==> src/rtl/menu_state_control_if.sv <==
// Menu control bus: enable and key levels toward the menu FSM, registered
// navigation state, cursor, latched selection and launch pulse back out.
// The master drives start/movement; the slave is the menu controller.
interface menu_state_control_if #(
  parameter int IDX_W = 2
);
  logic             start;
  logic [4:0]       movement;
  logic [1:0]       state;
  logic [IDX_W-1:0] cursor;
  logic [IDX_W-1:0] selection;
  logic             launch;

  modport master (
    output start,
    output movement,
    input  state,
    input  cursor,
    input  selection,
    input  launch
  );

  modport slave (
    input  start,
    input  movement,
    output state,
    output cursor,
    output selection,
    output launch
  );
endinterface

==> src/rtl/menu_state_control.sv <==
// menu_state_control: N-item menu navigation FSM.
// States: IDLE -> BROWSE -> (CONFIRM) -> LAUNCHED, forced back to IDLE
// whenever start is low. Keys are edge-detected against the previous cycle's
// levels; select beats down beats up. Items flagged in CONFIRM_MASK pass
// through a confirmation dialog before launch.
// Optional feature: define MENU_AUTOREPEAT_EN to make a held up/down key
// auto-repeat in BROWSE after REPEAT_DELAY cycles, then every REPEAT_PERIOD.
module menu_state_control #(
  parameter int          NUM_ITEMS     = 4,
  parameter int          IDX_W         = 2,
  parameter logic [15:0] CONFIRM_MASK  = 16'h0002,
  parameter bit          WRAP          = 1'b1,
  parameter logic [23:0] REPEAT_DELAY  = 24'd5_000_000,
  parameter logic [23:0] REPEAT_PERIOD = 24'd1_500_000
) (
  input  logic                 clk,
  input  logic                 rst,
  menu_state_control_if.slave  menu
);

  typedef enum logic [1:0] {
    IDLE     = 2'b00,
    BROWSE   = 2'b01,
    CONFIRM  = 2'b10,
    LAUNCHED = 2'b11
  } state_t;

  // Bit positions inside movement; bit 2 carries no meaning here.
  localparam int K_UP   = 0;
  localparam int K_BACK = 1;
  localparam int K_DOWN = 3;
  localparam int K_SEL  = 4;

  localparam logic [IDX_W-1:0] LAST_IDX = IDX_W'(NUM_ITEMS - 1);

  state_t           state_q, state_d;
  logic [IDX_W-1:0] cursor_q, cursor_d;
  logic [IDX_W-1:0] sel_q, sel_d;
  logic             launch_q, launch_d;
  logic [4:0]       prev_q;
  logic [4:0]       key_ev;
  logic             ev_sel, ev_back, ev_up, ev_down;
  logic             confirm_needed;

  // Rising-edge events relative to the previous cycle's key levels.
  assign key_ev  = menu.movement & ~prev_q;
  assign ev_sel  = key_ev[K_SEL];
  assign ev_back = key_ev[K_BACK];

  // Confirmation requirement of the highlighted item.
  assign confirm_needed = |(CONFIRM_MASK & (16'd1 << cursor_q));

`ifdef MENU_AUTOREPEAT_EN
  logic [23:0] rep_cnt_q;
  logic        rep_armed_q;
  logic        hold_alone;
  logic        rep_fire;
  logic        unused_bits;

  // Up or down held on its own (no edge this cycle) while browsing.
  assign hold_alone = menu.start && (state_q == BROWSE)
                   && !menu.movement[K_SEL] && !menu.movement[K_BACK]
                   && ((menu.movement[K_DOWN] && !menu.movement[K_UP] && prev_q[K_DOWN])
                    || (menu.movement[K_UP] && !menu.movement[K_DOWN] && prev_q[K_UP]));

  // First repeat after the initial delay, later ones after the period.
  assign rep_fire = hold_alone
                 && (rep_cnt_q == (rep_armed_q ? REPEAT_PERIOD - 24'd1
                                               : REPEAT_DELAY - 24'd1));

  assign ev_down = key_ev[K_DOWN] | (rep_fire & menu.movement[K_DOWN]);
  assign ev_up   = key_ev[K_UP]   | (rep_fire & menu.movement[K_UP]);

  // Hold counter: clears on release, key change or leaving BROWSE.
  always_ff @(posedge clk) begin
    if (rst || !hold_alone) begin
      rep_cnt_q   <= '0;
      rep_armed_q <= 1'b0;
    end else if (rep_fire) begin
      rep_cnt_q   <= '0;
      rep_armed_q <= 1'b1;
    end else begin
      rep_cnt_q   <= rep_cnt_q + 24'd1;
    end
  end

  assign unused_bits = key_ev[2];
`else
  logic unused_bits;

  assign ev_down     = key_ev[K_DOWN];
  assign ev_up       = key_ev[K_UP];
  assign unused_bits = key_ev[2] ^ (^REPEAT_DELAY) ^ (^REPEAT_PERIOD);
`endif

  // Cursor step toward higher indices, wrapping or saturating at the end.
  function automatic logic [IDX_W-1:0] step_down(input logic [IDX_W-1:0] c);
    if (c == LAST_IDX) return WRAP ? '0 : c;
    return c + IDX_W'(1);
  endfunction

  // Cursor step toward index 0, wrapping or saturating at the start.
  function automatic logic [IDX_W-1:0] step_up(input logic [IDX_W-1:0] c);
    if (c == '0) return WRAP ? LAST_IDX : c;
    return c - IDX_W'(1);
  endfunction

  // Next-state, cursor, selection and launch decode.
  always_comb begin
    // NOTE: every output of this block gets a default first so no path
    // leaves a variable unassigned and infers a latch.
    state_d  = state_q;
    cursor_d = cursor_q;
    sel_d    = sel_q;
    launch_d = 1'b0;

    if (!menu.start) begin
      state_d  = IDLE;
      cursor_d = '0;
    end else begin
      case (state_q)
        IDLE: begin
          state_d  = BROWSE;
          cursor_d = '0;
        end
        BROWSE: begin
          if (ev_sel) begin
            if (confirm_needed) begin
              state_d = CONFIRM;
            end else begin
              state_d = LAUNCHED;
              sel_d   = cursor_q;
            end
          end else if (ev_down) begin
            cursor_d = step_down(cursor_q);
          end else if (ev_up) begin
            cursor_d = step_up(cursor_q);
          end
        end
        CONFIRM: begin
          if (ev_sel) begin
            state_d = LAUNCHED;
            sel_d   = cursor_q;
          end else if (ev_back) begin
            state_d = BROWSE;
          end
        end
        LAUNCHED: begin
          state_d = LAUNCHED;
        end
        default: begin
          state_d  = IDLE;
          cursor_d = '0;
        end
      endcase
    end

    // Pulse only on the transition into LAUNCHED.
    launch_d = (state_d == LAUNCHED) && (state_q != LAUNCHED);
  end

  // State registers; the key history updates in every state.
  always_ff @(posedge clk) begin
    // NOTE: sequential state uses non-blocking assignments so every register
    // samples the pre-edge values regardless of statement order.
    if (rst) begin
      state_q  <= IDLE;
      cursor_q <= '0;
      sel_q    <= '0;
      launch_q <= 1'b0;
      prev_q   <= '0;
    end else begin
      state_q  <= state_d;
      cursor_q <= cursor_d;
      sel_q    <= sel_d;
      launch_q <= launch_d;
      prev_q   <= menu.movement;
    end
  end

  assign menu.state     = state_q;
  assign menu.cursor    = cursor_q;
  assign menu.selection = sel_q;
  assign menu.launch    = launch_q;

endmodule

==> src/flat_wrapper.sv <==
// flat-port wrapper written by rule: the top's interface ports become plain ports
module menu_state_control_flat 
#(
  parameter int          NUM_ITEMS     = 4,
  parameter int          IDX_W         = 2,
  parameter logic [15:0] CONFIRM_MASK  = 16'h0002,
  parameter bit          WRAP          = 1'b1,
  parameter logic [23:0] REPEAT_DELAY  = 24'd5_000_000,
  parameter logic [23:0] REPEAT_PERIOD = 24'd1_500_000
)
  (clk, rst, menu_start, menu_movement, menu_state, menu_cursor, menu_selection, menu_launch);
  menu_state_control_if #(.IDX_W(IDX_W)) menu_i ();
  input  logic clk;
  input  logic rst;
  input wire logic [$bits(menu_i.start)-1:0] menu_start;
  input wire logic [$bits(menu_i.movement)-1:0] menu_movement;
  output wire logic [$bits(menu_i.state)-1:0] menu_state;
  output wire logic [$bits(menu_i.cursor)-1:0] menu_cursor;
  output wire logic [$bits(menu_i.selection)-1:0] menu_selection;
  output wire logic [$bits(menu_i.launch)-1:0] menu_launch;
  assign menu_i.start = menu_start;
  assign menu_i.movement = menu_movement;
  assign menu_state = menu_i.state;
  assign menu_cursor = menu_i.cursor;
  assign menu_selection = menu_i.selection;
  assign menu_launch = menu_i.launch;
  menu_state_control #(.NUM_ITEMS(NUM_ITEMS), .IDX_W(IDX_W), .CONFIRM_MASK(CONFIRM_MASK), .WRAP(WRAP), .REPEAT_DELAY(REPEAT_DELAY), .REPEAT_PERIOD(REPEAT_PERIOD)) u_core (.clk(clk), .rst(rst), .menu(menu_i));
endmodule
==> config.mk <==
export PLATFORM = sky130hd
export DESIGN_NAME = menu_state_control_flat
export DESIGN_NICKNAME = d
export VERILOG_FILES = /design/src/rtl/menu_state_control_if.sv /design/src/rtl/menu_state_control.sv /design/src/flat_wrapper.sv
export SDC_FILE = /design/constraint.sdc
export NUM_CORES = 1
export LEC_CHECK = 0
export ABC_CLOCK_PERIOD_IN_PS = 1200
export BUFFER_PORTS_ARGS = -buffer_cell sky130_fd_sc_hd__buf_2
export CAP_MARGIN = 20
export CORE_MARGIN = 8
export CORE_UTILIZATION = 40
export DETAILED_ROUTE_END_ITERATION = 10
export GPL_ROUTABILITY_DRIVEN = 1
export PLACE_DENSITY_LB_ADDON = 0.08
export SLEW_MARGIN = 20
export SYNTH_ARGS = -nofsm -noshare
export SYNTH_HDL_FRONTEND = slang
export SYNTH_SLANG_ARGS = --single-unit
==> constraint.sdc <==
create_clock -name clk -period 1.2 [get_ports clk]
set_input_delay 0.12 -clock clk [delete_from_list [all_inputs] [get_ports clk]]
set_output_delay 0.12 -clock clk [all_outputs]
set_load 0.01 [all_outputs]
==> impl_metrics.json, run 1 <==
{
  "syn_area_per_cell_um2": 10.28,
  "whs_ns": 0.08792,
  "grt_util_met2": 0.1420,
  "first_iter_violations": 2,
  "rsz0062_at_grt": "yes",
  "ios": 15,
  "firstDrtPassIters": 2,
  "syn_nets": 62,
  "ir_drop_uv": 739.6,
  "post-route-period-util": 1.071,
  "worstSetupEndpointType": "flop",
  "grt_max_degree": 8,
  "start_util": 0.4132,
  "crit_required_ns": 1.36,
  "status": "finished, violations left",
  "met3_usage": 0.03409,
  "synth_seq_cells": 11,
  "crit_buf_inv": 1,
  "vias_per_cell": 4.714,
  "violations": "setup timing",
  "gr-total-overflow": 0,
  "synth_simple_gate_area_frac": 0.2745,
  "critPathKind": "flop to flop",
  "finalHoldViolCount": 0,
  "place_congestion": 0.6455,
  "rows": 13,
  "fp.dieH_um": 52.20,
  "path_clk_slew_ns": 0.08,
  "drive_above_1_share": 0.6265,
  "clock_latency_ns": 0.26,
  "muxShareOfSynthArea": 0.03819,
  "antennaDiodeCount": 0,
  "layout_commonest_cell": "buf_4",
  "nNetsFinal": 95,
  "synth_cell_types": 23,
  "grt_pass1_wl_um": 1814,
  "synth.largest_area_cell": "dfxtp_1",
  "tns_ns": -0.2067,
  "ys_warn_count": 0,
  "cts_tree": "done",
  "p_leak_nw": 0.3904,
  "critPathMaxFanout": 2,
  "fmax_ghz": 0.7780,
  "cts_root_buf": "clkbuf_4",
  "n_fill_cell": 113,
  "setup_viol": 3,
  "dieWidth_um": 52.20,
  "critPathTopFamily": "flip-flops",
  "postRouteAntennaNets": 0,
  "final_area_um2": 823.3,
  "place_area_um2": 733.2,
  "busiest_layer": "met2",
  "dieArea_um2": 2725,
  "drt-total-wl_um": 1146,
  "synth_area_um2": 524.3,
  "htree_levels": 1,
  "antenna_found_initial": 0,
  "post-route-min-period_ns": 1.285,
  "drv_slew": 0,
  "powerDensity_nw_per_um2": 918.2,
  "cap_violations": 0,
  "dpl.hpwl_um": 920.6,
  "worst_hold_path_type": "primary input to flop",
  "maxSlewHeadroom": 0.7835,
  "worstPathCellList": "inv_4 -> ha_4 -> nor3b_4 -> o211ai_1 -> mux2i_1 -> nor2_1",
  "syn2layout_area_growth_pct": 57.04,
  "crit_slowest_cell": "dfxtp_4",
  "worst_slew_pin_slew_ns": 0.3233,
  "globalRouteMet1Util": 0.09919,
  "cts_made_buffers": 3,
  "grt_usage": 0.08586,
  "synth_xor_area_frac": 0.01671,
  "syn_inst": 51,
  "synth_top_area_share": 0.4200,
  "synthTopCellsByArea": "dfxtp_1 42%, ha_1 7.2%, and2b_2 6.7%",
  "synthAdderAreaFrac": 0.07160,
  "synth-compound-area-share": 0.1575,
  "vias": 462,
  "worst_slack_ns": -0.08534,
  "drc": 0,
  "synth_top_family_by_area": "simple AND/OR/NAND/NOR gates",
  "worstSetupStartpointType": "flop",
  "place_ws_ns": -0.1408,
  "clock_path_buffers": 2,
  "seq_area_frac_synth": 0.4200,
  "fin_skew_ns": 0.006434,
  "cpPeakStageDelay_ns": 0.36,
  "core-area_um2": 1269,
  "worstPathArrival_ns": 1.45,
  "clkSinkCount": 11,
  "grt_pass1_vias": 447,
  "avgRoutedWirePerCell_um": 11.69,
  "portBuffers": 13,
  "final_cell_mix": "15 x buf_4, 13 x buf_2, 7 x dfxtp_1"
}
[area by class of cell]
type                            instances  area (um2)  share of cell area
Multi-Input combinational cell         37       356.6              0.4331
Timing Repair Buffer                   28       177.7              0.2158
Tap cell                               15       18.77             0.02280
Sequential cell                        11       230.2              0.2796
Inverter                                3       13.76             0.01672
Clock buffer                            4       26.28             0.03191
[state kept, by name, summed over array words and instances, names as in the netlist]
signal,count
u_core.prev_q,4
u_core.menu.cursor,2
u_core.menu.selection,2
u_core.menu.state,2
u_core.menu.launch,1
[synthesized netlist by cell type]
master    count
xnor2_1       1
a21boi_0      1
dfxtp_1      11
o21ai_0       1
nand2b_4      1
a21oi_1       4
or4b_4        1
nor3b_1       1
nand2_1       1
inv_1         3
a41oi_1       1
o21ai_2       1
or2b_2        1
o211ai_1      1
o32ai_1       2
mux2i_1       2
nor2_1        4
or2b_1        1
and2b_2       4
nor2b_1       4
a211oi_1      1
ha_1          3
nor2b_4       1
[layer usage]
layer / up-vias / share of wire
met5: - / 0
met4: 0 / 0.0052
met3: 2 / 0.051
met2: 10 / 0.47
met1: 209 / 0.47
li1: 241 / -
[kinds of logic after synthesis]
family / after synthesis
multiplexers: 2
XOR/XNOR: 1
flip-flops: 11
adder cells (fa/ha/maj): 3
AND/OR/NAND/NOR: 19
buffers and inverters: 3
AO/OA/AOI/OAI: 12
[report_power, final]
group / switching [W] / total, W / internal [W]
logic: 0.0000497 / 0.000125 / 0.0000749
registers: 0.00000789 / 0.000381 / 0.000373
clock network: 0.000122 / 0.000251 / 0.000128
total: 0.000180 / 0.000756 / 0.000576
[through the flow]
step / total power, W / util / cells
finish: 0.0007560 / 0.6489 / 98
global route: 0.0008027 / 0.6489 / 98
CTS: 0.0007597 / 0.6391 / 97
detailed placement: 0.0004967 / 0.5779 / 92
global placement: 0.0004941 / 0.5779 / 92
floorplan: 0.0004414 / - / 51
[timing repair]
| item | 4_1_cts | 5_1_grt |
|---|---|---|
| endpoints found under the hold margin | 0 | 0 |
| buffers inserted | 3 | 1 |
| endpoints found under the setup margin | 4 | 6 |
| pin swaps | 7 | 1 |
| hold buffers | 0 | 0 |
| resized for setup | 7 | 2 |
[final timing paths]
path | start | to | slack, ns | depth (start not counted)
max | u_core.menu.cursor[1] | u_core.menu.selection[0] | -0.09 | 6
min | menu_movement[0] | u_core.prev_q[0] | 0.09 | 2
max reg2reg | u_core.menu.cursor[1] | u_core.menu.selection[0] | -0.09 | 6
min reg2reg | u_core.menu.selection[1] | u_core.menu.selection[1] | 0.50 | 2
(Power assumes the default switching activity.)
==> inputs of run 2 (changes only) <==
--- a/config.mk
+++ b/config.mk
@@ -5,7 +5,8 @@
 export SDC_FILE = /design/constraint.sdc
 export NUM_CORES = 1
 export LEC_CHECK = 0
-export ABC_CLOCK_PERIOD_IN_PS = 1200
+export ABC_AREA = 1
+export ABC_CLOCK_PERIOD_IN_PS = 1150
 export BUFFER_PORTS_ARGS = -buffer_cell sky130_fd_sc_hd__buf_2
 export CAP_MARGIN = 20
 export CORE_MARGIN = 8
==> constraint.sdc (replaced) <==
create_clock -name clk -period 1.15 [get_ports clk]
set_input_delay 0.115 -clock clk [delete_from_list [all_inputs] [get_ports clk]]
set_output_delay 0.115 -clock clk [all_outputs]
set_load 0.01 [all_outputs]
==> run 2 against run 1 <==
- the flow now finishes without violations
- area after synthesis up 2.4%
- cell count grew 11%
- sequential share of layout area up 4.2 points
- largest power group unchanged
==> impl_metrics.json, run 2 <==
{
  "final_cell_mix": "15 x nand2_1, 13 x buf_2, 11 x nor2_1, 9 x dfxtp_1, 7 x inv_1",
  "fmax_ghz": 0.9182,
  "first_iter_violations": 4,
  "synth.largest_area_cell": "dfxtp_1",
  "seq_area_frac_synth": 0.4103,
  "clkPwrFrac": 0.329,
  "vias_per_cell": 4.385,
  "pwr-share-seq": 0.513,
  "drc": 0,
  "ys.flop_type": "dfxtp_1",
  "grt_max_degree": 9,
  "hold_buffers": 0,
  "syn2layout_area_growth_pct": 30.30,
  "largest_reg_flops": 4,
  "crit_top_cell": "nor2_1",
  "multi_input_area_um2": 281.5,
  "worstSetupStartpointType": "flop",
  "path_clk_slew_ns": 0.07,
  "rows": 13,
  "synth_commonest_cells": "15 x nand2_1, 11 x dfxtp_1, 11 x nor2_1, 9 x inv_1",
  "worst_slack_ns": 0.06095,
  "synth_top_family_by_area": "simple AND/OR/NAND/NOR gates",
  "cts_root_buf": "clkbuf_4",
  "cts_tree": "done",
  "postRouteAntennaNets": 0,
  "total_power_w": 0.0007876,
  "final_area_um2": 699.4,
  "n_fill_cell": 132,
  "syn_area_per_cell_um2": 7.254,
  "tns_ns": 0,
  "post-route-min-period_ns": 1.089,
  "rsz0062_at_grt": "yes",
  "cpPeakStageDelay_ns": 0.37,
  "synth_area_um2": 536.8,
  "critPathTopFamily": "flip-flops",
  "dieWidth_um": 52.63,
  "cts_made_buffers": 3,
  "worstSetupEndpointType": "flop",
  "vias": 478,
  "grt_usage": 0.08357,
  "place_congestion": 0.7150,
  "p_int_w": 0.0005769,
  "critPathKind": "flop to flop",
  "synth_seq_cells": 11,
  "core-area_um2": 1285,
  "crit_required_ns": 1.31,
  "place_ws_ns": -0.002378,
  "gr-total-overflow": 0,
  "drv_slew": 0,
  "p_comb_frac": 0.158,
  "dieArea_um2": 2770,
  "clock_latency_ns": 0.27,
  "portBuffers": 13,
  "avgRoutedWirePerCell_um": 10.04,
  "dpl.hpwl_um": 852.2,
  "p_sw_frac": 0.2675,
  "antenna_found_initial": 0,
  "synthTopCellsByArea": "dfxtp_1 41%, nand2_1 10%, nor2_1 7.7%",
  "crit_buf_inv": 1,
  "worstPathArrival_ns": 1.25,
  "syn_nets": 85,
  "antennaDiodeCount": 0,
  "grt_pass1_vias": 428,
  "post-route-period-util": 0.9470,
  "fin_skew_ns": 0.005455,
  "nNetsFinal": 106,
  "muxShareOfSynthArea": 0,
  "top_register": "u_core.prev_q",
  "firstDrtPassIters": 2,
  "worst_hold_path_type": "primary input to flop",
  "place_area_um2": 643.1,
  "ys_warn_count": 0,
  "worst_slew_pin_slew_ns": 0.2295,
  "clkSinkCount": 11,
  "maxSlewHeadroom": 0.8468,
  "setup_viol": 0,
  "crit_slowest_cell": "dfxtp_4",
  "power_switching_w": 0.0002107,
  "powerDensity_nw_per_um2": 1126,
  "final_core_util": 0.5443,
  "cap_violations": 0,
  "drive_above_1_share": 0.4149,
  "ios": 15,
  "p_leak_nw": 0.3500,
  "synth_simple_gate_area_frac": 0.3124,
  "synth_xor_area_frac": 0,
  "synth_cell_types": 18,
  "clock_path_buffers": 2,
  "worstPathCellList": "inv_4 -> ha_4 -> a21boi_2 -> nor2_1 -> nor2_1 -> nor2_1",
  "status": "finished, final reports clean",
  "synth_edf_count": 0,
  "synth.most_common_cell": "nand2_1",
  "synthAdderAreaFrac": 0.06993,
  "ir_drop_uv": 959.8,
  "htree_levels": 1,
  "synthArstFlopShare": 0,
  "syn_inst": 74,
  "fp.dieH_um": 52.63,
  "critPathMaxFanout": 4,
  "synth_top_area_share": 0.4103,
  "layout_commonest_cell": "nand2_1",
  "start_util": 0.4177,
  "seqCellArea_um2": 225.2,
  "synth-compound-area-share": 0.1072,
  "finalHoldViolCount": 0,
  "drt-total-wl_um": 1094,
  "grt_pass1_wl_um": 1718
}
## run 2: tightest hold or removal path: cells and delay by family
family                 cells  cell delay [ns]
AND/OR/NAND/NOR            1             0.07
buffers and inverters      2             0.11
## run 2: stage by stage
stage / instances / hold WS (ns)
2_1_floorplan: 74 / 0.2220
3_3_place_gp: 104 / 0.3320
3_5_place_dp: 104 / 0.3379
4_1_cts: 108 / 0.04594
5_1_grt: 109 / 0.05657
6_report: 109 / 0.05551
## run 2: cells by family after synthesis
logic type	count (synthesis)
DFF	11
adders and majority gates	3
AOI/OAI and AO/OA	10
buffers and inverters	14
and+or+nand+nor	36
## run 2: power groups by stage
stage | Clock, W | Sequential (W) | Combinational [W]
2_1_floorplan | 0 | 0.000416 | 0.0000717
3_3_place_gp | 0 | 0.000411 | 0.000114
3_5_place_dp | 0 | 0.000412 | 0.000114
4_1_cts | 0.000274 | 0.000403 | 0.000115
5_1_grt | 0.000291 | 0.000406 | 0.000141
6_report | 0.000259 | 0.000404 | 0.000125
## run 2: area by class of cell
cell class | instances | share of cell area
multi-input combinational | 49 | 0.4025
sequential | 11 | 0.3220
timing repair buffer | 17 | 0.1360
inverter | 13 | 0.07335
clock buffer | 3 | 0.03220
tap | 15 | 0.02683
clock inverter | 1 | 0.007156
## run 2: routing by layer
metal,GRT usage,wire (um)
met1,0.09501,523
met2,0.1225,493
met3,0.06534,77
met4,0.01293,0
met5,0,0
## run 2: path summary, 6_finish.rpt
check | cells after the start | end | startpoint | slack [ns]
min | 3 | u_core.prev_q[1] | menu_movement[1] | 0.06
max | 6 | u_core.menu.cursor[1] | u_core.menu.cursor[0] | 0.06
max reg2reg | 6 | u_core.menu.cursor[1] | u_core.menu.cursor[0] | 0.06
min reg2reg | 2 | u_core.menu.selection[0] | u_core.menu.selection[0] | 0.46
## run 2: what timing repair did
action / 4_1_cts / 5_1_grt
buffers inserted: 0 / 1
resized for setup: 1 / 6
endpoints found under the hold margin: 0 / 0
pin swaps: 0 / 8
endpoints found under the setup margin: 1 / 4
gates cloned: 0 / 0
